$ cat src/rtl/double_stream_reader_pkg.sv
// Shared types for the double stream reader: FSM state encoding, the 64-bit
// double container and the byte-lane placement helper.
package dsr_pkg;

  typedef enum logic [2:0] {
    IDLE    = 3'd0,
    READ    = 3'd1,
    DRAIN   = 3'd2,
    PRESENT = 3'd3,
    DONE    = 3'd4
  } dsr_state_t;

  localparam int BYTES_PER_DOUBLE = 8;

  typedef logic [63:0] double_bits_t;

  // Byte lane that byte k of a double lands in: k for little-endian,
  // 7-k for big-endian.
  function automatic logic [2:0] byte_lane(input logic [2:0] idx, input logic big_endian);
    return big_endian ? (3'd7 - idx) : idx;
  endfunction

endpackage

$ cat src/rtl/double_stream_reader_if.sv
// Command, memory and output stream bundle of the double stream reader.
// DOUBLE_STREAM_READER_BIG_ENDIAN_EN adds the cmd_big_endian command field.
interface double_stream_reader_if #(
  parameter int ADDR_W = 16,
  parameter int LEN_W  = 16
);
  logic              cmd_valid;
  logic              cmd_ready;
  logic [ADDR_W-1:0] cmd_offset;
  logic [LEN_W-1:0]  cmd_length;
`ifdef DOUBLE_STREAM_READER_BIG_ENDIAN_EN
  logic              cmd_big_endian;
`endif
  logic              abort;
  logic              mem_rd_en;
  logic [ADDR_W-1:0] mem_addr;
  logic [7:0]        mem_rdata;
  logic              out_valid;
  logic              out_ready;
  logic [63:0]       out_data;
  logic              out_last;
  logic              busy;
  logic              done;

  // Environment side: issues commands, models the memory, consumes doubles.
  modport master (
    output cmd_valid, cmd_offset, cmd_length,
`ifdef DOUBLE_STREAM_READER_BIG_ENDIAN_EN
    output cmd_big_endian,
`endif
    output abort, mem_rdata, out_ready,
    input  cmd_ready, mem_rd_en, mem_addr, out_valid, out_data, out_last, busy, done
  );

  // Reader side.
  modport slave (
    input  cmd_valid, cmd_offset, cmd_length,
`ifdef DOUBLE_STREAM_READER_BIG_ENDIAN_EN
    input  cmd_big_endian,
`endif
    input  abort, mem_rdata, out_ready,
    output cmd_ready, mem_rd_en, mem_addr, out_valid, out_data, out_last, busy, done
  );
endinterface

$ cat src/rtl/double_stream_reader_byte_assembler.sv
// dsr_byte_assembler: places returned memory bytes into a 64-bit word.
// With DOUBLE_STREAM_READER_BIG_ENDIAN_EN the big_endian input mirrors lanes.
module dsr_byte_assembler
  import dsr_pkg::*;
(
  input  logic         clk,
  input  logic         rst_n,
  input  logic         clear,
  input  logic         cap_en,
  input  logic [2:0]   cap_idx,
  input  logic [7:0]   rdata,
`ifdef DOUBLE_STREAM_READER_BIG_ENDIAN_EN
  input  logic         big_endian,
`endif
  output double_bits_t data
);

  logic         big_endian_s;
  logic [2:0]   lane_s;
  double_bits_t data_r;

`ifdef DOUBLE_STREAM_READER_BIG_ENDIAN_EN
  assign big_endian_s = big_endian;
`else
  assign big_endian_s = 1'b0;
`endif

  // Select the destination byte lane for the byte being captured.
  always_comb begin
    lane_s = byte_lane(cap_idx, big_endian_s);
  end

  // Word register: cleared on reset and at command start, one lane written per capture.
  always_ff @(posedge clk) begin
    if (!rst_n) begin
      data_r <= '0;
    end else if (clear) begin
      data_r <= '0;
    end else if (cap_en) begin
      data_r[{lane_s, 3'b000} +: 8] <= rdata;
    end else begin
      data_r <= data_r;
    end
  end

  assign data = data_r;

endmodule

$ cat src/rtl/double_stream_reader.sv
// double_stream_reader: streams doubles out of a byte-wide sample memory,
// eight byte reads per double, then one output beat per double.
// DOUBLE_STREAM_READER_BIG_ENDIAN_EN enables per-command big-endian assembly.
module double_stream_reader
  import dsr_pkg::*;
#(
  parameter int ADDR_W = 16,
  parameter int LEN_W  = 16
)(
  input logic                  clk,
  input logic                  rst_n,
  double_stream_reader_if.slave bus
);

  dsr_state_t        state_r;
  logic [ADDR_W-1:0] addr_r;
  logic [LEN_W-1:0]  remaining_r;
  logic [2:0]        byte_idx_r;
  logic              mem_rd_en_r;
  logic              out_valid_r;
  logic              out_last_r;
  logic              busy_r;
  logic              done_r;
  logic              cmd_ready_r;
  logic              cap_en_r;
  logic [2:0]        cap_idx_r;
  logic              cmd_take_s;
  double_bits_t      asm_data_s;
`ifdef DOUBLE_STREAM_READER_BIG_ENDIAN_EN
  logic              big_endian_r;
`endif

  // abort in IDLE vetoes acceptance in the same cycle
  assign cmd_take_s = (state_r == IDLE) && bus.cmd_valid && !bus.abort;

  // Main sequencer: command acceptance, byte reads, presentation and completion.
  always_ff @(posedge clk) begin
    if (!rst_n) begin
      state_r     <= IDLE;
      addr_r      <= '0;
      remaining_r <= '0;
      byte_idx_r  <= 3'd0;
      mem_rd_en_r <= 1'b0;
      out_valid_r <= 1'b0;
      out_last_r  <= 1'b0;
      busy_r      <= 1'b0;
      done_r      <= 1'b0;
      cmd_ready_r <= 1'b1;
    end else if (bus.abort && (state_r != IDLE)) begin
      state_r     <= IDLE;
      mem_rd_en_r <= 1'b0;
      out_valid_r <= 1'b0;
      out_last_r  <= 1'b0;
      busy_r      <= 1'b0;
      done_r      <= 1'b0;
      cmd_ready_r <= 1'b1;
    end else begin
      case (state_r)
        IDLE: begin
          done_r <= 1'b0;
          if (cmd_take_s) begin
            addr_r      <= bus.cmd_offset;
            remaining_r <= bus.cmd_length;
            byte_idx_r  <= 3'd0;
            busy_r      <= 1'b1;
            cmd_ready_r <= 1'b0;
            if (bus.cmd_length == LEN_W'(0)) begin
              state_r <= DONE;
              done_r  <= 1'b1;
            end else begin
              state_r     <= READ;
              mem_rd_en_r <= 1'b1;
            end
          end else begin
            state_r <= IDLE;
          end
        end
        READ: begin
          addr_r     <= addr_r + ADDR_W'(1);
          byte_idx_r <= byte_idx_r + 3'd1;
          if (byte_idx_r == 3'(BYTES_PER_DOUBLE - 1)) begin
            state_r     <= DRAIN;
            mem_rd_en_r <= 1'b0;
          end else begin
            state_r <= READ;
          end
        end
        DRAIN: begin
          // last byte lands in the assembler on this same edge
          state_r     <= PRESENT;
          out_valid_r <= 1'b1;
          out_last_r  <= (remaining_r == LEN_W'(1));
        end
        PRESENT: begin
          if (bus.out_ready) begin
            remaining_r <= remaining_r - LEN_W'(1);
            out_valid_r <= 1'b0;
            out_last_r  <= 1'b0;
            if (remaining_r == LEN_W'(1)) begin
              state_r <= DONE;
              done_r  <= 1'b1;
            end else begin
              state_r     <= READ;
              byte_idx_r  <= 3'd0;
              mem_rd_en_r <= 1'b1;
            end
          end else begin
            state_r <= PRESENT;
          end
        end
        DONE: begin
          state_r     <= IDLE;
          done_r      <= 1'b0;
          busy_r      <= 1'b0;
          cmd_ready_r <= 1'b1;
        end
        default: begin
          state_r     <= IDLE;
          mem_rd_en_r <= 1'b0;
          out_valid_r <= 1'b0;
          out_last_r  <= 1'b0;
          busy_r      <= 1'b0;
          done_r      <= 1'b0;
          cmd_ready_r <= 1'b1;
        end
      endcase
    end
  end

`ifdef DOUBLE_STREAM_READER_BIG_ENDIAN_EN
  // Byte order is fixed for the whole command at acceptance.
  always_ff @(posedge clk) begin
    if (!rst_n) begin
      big_endian_r <= 1'b0;
    end else if (cmd_take_s) begin
      big_endian_r <= bus.cmd_big_endian;
    end else begin
      big_endian_r <= big_endian_r;
    end
  end
`endif

  // Delay the read strobe and byte index to line up with returning memory data;
  // abort and reset squash an in-flight byte.
  always_ff @(posedge clk) begin
    if (!rst_n) begin
      cap_en_r  <= 1'b0;
      cap_idx_r <= 3'd0;
    end else if (bus.abort && (state_r != IDLE)) begin
      cap_en_r  <= 1'b0;
      cap_idx_r <= 3'd0;
    end else begin
      cap_en_r  <= mem_rd_en_r;
      cap_idx_r <= byte_idx_r;
    end
  end

  dsr_byte_assembler u_asm (
    .clk        (clk),
    .rst_n      (rst_n),
    .clear      (cmd_take_s),
    .cap_en     (cap_en_r),
    .cap_idx    (cap_idx_r),
    .rdata      (bus.mem_rdata),
`ifdef DOUBLE_STREAM_READER_BIG_ENDIAN_EN
    .big_endian (big_endian_r),
`endif
    .data       (asm_data_s)
  );

  assign bus.cmd_ready = cmd_ready_r;
  assign bus.mem_rd_en = mem_rd_en_r;
  assign bus.mem_addr  = addr_r;
  assign bus.out_valid = out_valid_r;
  assign bus.out_last  = out_last_r;
  assign bus.out_data  = asm_data_s;
  assign bus.busy      = busy_r;
  assign bus.done      = done_r;

endmodule

$ cat src/flat_wrapper.sv
// flat-port wrapper written by rule: the top's interface ports become plain ports
module double_stream_reader_flat import dsr_pkg::*;
#(
  parameter int ADDR_W = 16,
  parameter int LEN_W  = 16
)
  (clk, rst_n, bus_cmd_valid, bus_cmd_offset, bus_cmd_length, bus_abort, bus_mem_rdata, bus_out_ready, bus_cmd_ready, bus_mem_rd_en, bus_mem_addr, bus_out_valid, bus_out_data, bus_out_last, bus_busy, bus_done);
  double_stream_reader_if #(.ADDR_W(ADDR_W), .LEN_W(LEN_W)) bus_i ();
  input logic clk;
  input logic rst_n;
  input wire logic [$bits(bus_i.cmd_valid)-1:0] bus_cmd_valid;
  input wire logic [$bits(bus_i.cmd_offset)-1:0] bus_cmd_offset;
  input wire logic [$bits(bus_i.cmd_length)-1:0] bus_cmd_length;
  input wire logic [$bits(bus_i.abort)-1:0] bus_abort;
  input wire logic [$bits(bus_i.mem_rdata)-1:0] bus_mem_rdata;
  input wire logic [$bits(bus_i.out_ready)-1:0] bus_out_ready;
  output wire logic [$bits(bus_i.cmd_ready)-1:0] bus_cmd_ready;
  output wire logic [$bits(bus_i.mem_rd_en)-1:0] bus_mem_rd_en;
  output wire logic [$bits(bus_i.mem_addr)-1:0] bus_mem_addr;
  output wire logic [$bits(bus_i.out_valid)-1:0] bus_out_valid;
  output wire logic [$bits(bus_i.out_data)-1:0] bus_out_data;
  output wire logic [$bits(bus_i.out_last)-1:0] bus_out_last;
  output wire logic [$bits(bus_i.busy)-1:0] bus_busy;
  output wire logic [$bits(bus_i.done)-1:0] bus_done;
  assign bus_i.cmd_valid = bus_cmd_valid;
  assign bus_i.cmd_offset = bus_cmd_offset;
  assign bus_i.cmd_length = bus_cmd_length;
  assign bus_i.abort = bus_abort;
  assign bus_i.mem_rdata = bus_mem_rdata;
  assign bus_i.out_ready = bus_out_ready;
  assign bus_cmd_ready = bus_i.cmd_ready;
  assign bus_mem_rd_en = bus_i.mem_rd_en;
  assign bus_mem_addr = bus_i.mem_addr;
  assign bus_out_valid = bus_i.out_valid;
  assign bus_out_data = bus_i.out_data;
  assign bus_out_last = bus_i.out_last;
  assign bus_busy = bus_i.busy;
  assign bus_done = bus_i.done;
  double_stream_reader #(.ADDR_W(ADDR_W), .LEN_W(LEN_W)) u_core (.clk(clk), .rst_n(rst_n), .bus(bus_i));
endmodule
$ cat config.mk
export PLATFORM = sky130hd
export DESIGN_NAME = double_stream_reader_flat
export DESIGN_NICKNAME = d
export VERILOG_FILES = /design/src/rtl/double_stream_reader_pkg.sv /design/src/rtl/double_stream_reader_if.sv /design/src/rtl/double_stream_reader_byte_assembler.sv /design/src/rtl/double_stream_reader.sv /design/src/flat_wrapper.sv
export SDC_FILE = /design/constraint.sdc
export NUM_CORES = 1
export LEC_CHECK = 0
export BUFFER_PORTS_ARGS = -buffer_cell sky130_fd_sc_hd__buf_4
export CAP_MARGIN = 40
export CORE_MARGIN = 2
export CORE_UTILIZATION = 54
export CTS_CLUSTER_SIZE = 20
export DETAILED_ROUTE_END_ITERATION = 10
export GPL_TIMING_DRIVEN = 0
export PLACE_DENSITY = 0.83
export SETUP_SLACK_MARGIN = 0.02
export SYNTH_ARGS = -nofsm -noshare
export SYNTH_HDL_FRONTEND = slang
export SYNTH_SLANG_ARGS = --single-unit
$ cat constraint.sdc
create_clock -name clk -period 2.95 [get_ports clk]
set_clock_uncertainty 0.15 [all_clocks]
set_input_delay 0.59 -clock clk [delete_from_list [all_inputs] [get_ports clk]]
set_output_delay 0.59 -clock clk [all_outputs]
set_load 0.05 [all_outputs]
==> reports/qor.csv <==
metric,value,unit
Starting Density,54.9,%
syn_area_per_cell,7.95,µm²
count of final setup violators,0,
# Post-CTS Setup Buffers,0,
Worst setup SP type,flop,
"EDFF count, synth",0,
share of cells above drive strength 1,20.8,%
met1 WL,6220,µm
"Clk Latency, worst-skew pair",0.38,ns
drt pass-1 iters,5,
worst slew pin tran,0.702,ns
H-Tree Depth,3,
post-synthesis register bit count,112,
Yosys top cell by area,dfxtp_1,
"commonest cells after routing, fill and taps aside","129 x buf_4, 112 x dfxtp_1, 92 x nand2_1, 82 x a21oi_1, 61 x nor2_1",
Pwr per Cell Area,451,nW/µm²
largest net degree at the start of global routing,19,
Die Y,103,µm
reg2reg start,u_core.cap_idx_r[0],
Max Cap Viol,0,
r2r setup slk,0.27,ns
"Cell Area, Synth",5320,µm²
GRT overflow,0,
sw power,890,µW
top_reg_cell synth,dfxtp_1,
Worst Hold Depth,2,
first-pass GRT wire length,23800,µm
CTS tree,yes,
top layer in use,met4,
storage element area,2240,µm²
Multi-input gate area,2800,µm²
Worst Hold Endpoint,u_core.u_asm.data[29],
Placed Cells,928,
initial drt markers,336,
Comb pwr share,15.9,%
Routed WL per cell,16.0,µm
share of power burned in registers,53.3,%
Worst VDD drop,0.248,mV
DR WL met3,1290,µm
Synth Warn #,0,
core area,9680,µm²
drt total wl,15100,µm
initial antenna violation count,0,
Routed Antenna Nets,0,
IO Port Bufs,126,
final worst-path cycle share,90.8,%
f_max,373,MHz
post-cts resize count,0,
power share of the clock group,30.8,%
Top Ports,131,
Die ar.,10700,µm²
outcome,completed,
DP HPWL,11100,µm
syn_nets,724,
Worst Path Arrival,2.85,ns
CP max FO,10,
slew margin rel.,52.9,%
Crit. End Element,flop,
Area Overhead vs Synth,24.7,%
fill count,798,
CP required,3.12,ns
minimum clock period,2.68,ns
clock-pin slew on the worst setup and hold paths,0.10,ns
CTS Buffer Depth,2,
Nets,861,
synthesized instance count,669,
unrepaired setup endpoints after global routing,false,
CTS sink count,112,
cell internal pwr,2100,µW
Finished Layout Cells,944,
Hold WC Path Type,reg2reg,
fin. max-slew vios,0,
Diodes inserted,0,
vias in the first global route,5092,
final-report hold violation count,0,
switch share,29.7,%
post-DR vias/cell,5.89,
Synth area leaders,"dfxtp_1 42%, a21oi_1 7.7%, nand2_1 6.5%, nor2_1 4.3%, mux2i_1 4.0%",
Global Route Usage Sum,28.1,%
cts hold-fix bufs,0,
ys async rst share,0,%
row count,36,
Leak Pwr,0.00272,µW
root buf cell,clkbuf_8,
R2R cell count,9,
register area share after synthesis,42.1,%
TritonCTS Buffers,9,
met2 routed WL,7340,µm
HP Start,u_core.u_asm.data[29],
terminus of the critical flop-to-flop path,u_core.u_asm.data[61],
setup_tns,0,ns
Horiz. Die Dim,103,µm
DR vias,5560,
Crit Path Class,reg2reg,
routability cong.,0.891,
"Distinct cells, synth",58,
"commonest non-fill, non-tap cell in the layout",buf_4,
DRC Markers,0,
share of the synthesized area in the top cell type,42.1,%
## metal layers
metal	GRT usage (%)	vias up
met3	5.17	25
met2	46.6	288
li1	-	2667
met4	11.8	0
met5	0	-
met1	36.2	2580
## worst max-delay path by stage
stage                        startpoint                    end  slack, ns  cells past startpoint
global placement    u_core.cap_idx_r[0]  u_core.u_asm.data[55]       0.43                      9
CTS                 u_core.cap_idx_r[0]  u_core.u_asm.data[61]       0.32                      9
global route        u_core.cap_idx_r[0]  u_core.u_asm.data[57]       0.05                      9
detailed placement  u_core.cap_idx_r[0]  u_core.u_asm.data[61]       0.34                      9
floorplan           u_core.cap_idx_r[0]  u_core.u_asm.data[53]       0.69                      9
finish              u_core.cap_idx_r[0]  u_core.u_asm.data[61]       0.27                      9
## cells in the mapped netlist, types with 5 or more instances
cell type  number
dfxtp_1       112
a22oi_1         5
ha_1           10
and3_1         14
buf_2          15
a211oi_1        5
nand3_1        38
clkbuf_1       26
mux2i_1        21
nor4_1         10
nand4_1        28
o21ai_0        30
nor3_1         13
nor2_1         61
a21oi_1        82
a31oi_1         8
o211ai_1        7
nand2_1        92
inv_1          11
## power groups by stage
stage                     clock, µW  combinational (µW)  sequential (µW)
final                           923                 476             1600
after global routing            978                 513             1600
after CTS                       924                 470             1590
after detailed placement          0                 469             1630
after global placement            0                 459             1630
after floorplan                   0                 223             1700
## registers in the layout, summed over array words and instances (netlist names)
signal                cells
u_core.cap_idx_r          3
u_core.state_r            3
u_core.bus.cmd_ready      1
u_core.remaining_r       16
u_core.bus.out_valid      1
u_core.byte_idx_r         3
u_core.bus.busy           1
u_core.bus.mem_addr      16
u_core.u_asm.data        64
u_core.bus.done           1
u_core.cap_en_r           1
u_core.bus.out_last       1
u_core.bus.mem_rd_en      1
## metrics by stage
| stage | setup WS [ns] | util (%) | area [µm²] | hold slack [ns] | total power (µW) |
|---|---|---|---|---|---|
| 2_1_floorplan | 0.688 | - | 5320 | 0.300 | 1930 |
| 3_3_place_gp | 0.428 | 66.4 | 6430 | 0.294 | 2090 |
| 3_5_place_dp | 0.341 | 66.4 | 6430 | 0.300 | 2100 |
| 4_1_cts | 0.317 | 68.5 | 6630 | 0.315 | 2990 |
| 5_1_grt | 0.0492 | 68.5 | 6630 | 0.330 | 3090 |
| 6_report | 0.273 | 68.5 | 6630 | 0.312 | 2990 |
## logic make-up (layout without fill, tap and decap cells)
group / after synthesis / after routing / synth area share, %
AO/OA/AOI/OAI: 170 / 170 / 18.8
XOR/XNOR: 1 / 1 / 0.165
adder cells (fa/ha/maj): 10 / 10 / 2.35
buffers and inverters: 61 / 203 / 5.15
flip-flops: 112 / 112 / 42.1
multiplexers: 21 / 21 / 3.95
AND/OR/NAND/NOR: 294 / 294 / 27.4
## layout make-up
type                    count  share of cell area [%]
flip-flops and latches    112                    33.8
plain buffers              49                    3.45
multi-input cells         496                    42.3
clock inverters             4                   0.528
inverters                  12                   0.679
repair buffers            126                    14.3
well taps                 133                    2.51
clock buffers              12                    2.49
## worst max-delay path: stages (launching register included)
cell	delay [ns]
dfxtp_1	0.45
inv_1	0.12
ha_1	0.22
ha_1	0.32
nor2b_1	0.19
and2_1	0.15
clkbuf_1	0.33
clkbuf_1	0.37
nand4_1	0.15
a21oi_1	0.16
No activity file was read; power rests on OpenSTA's default activity.
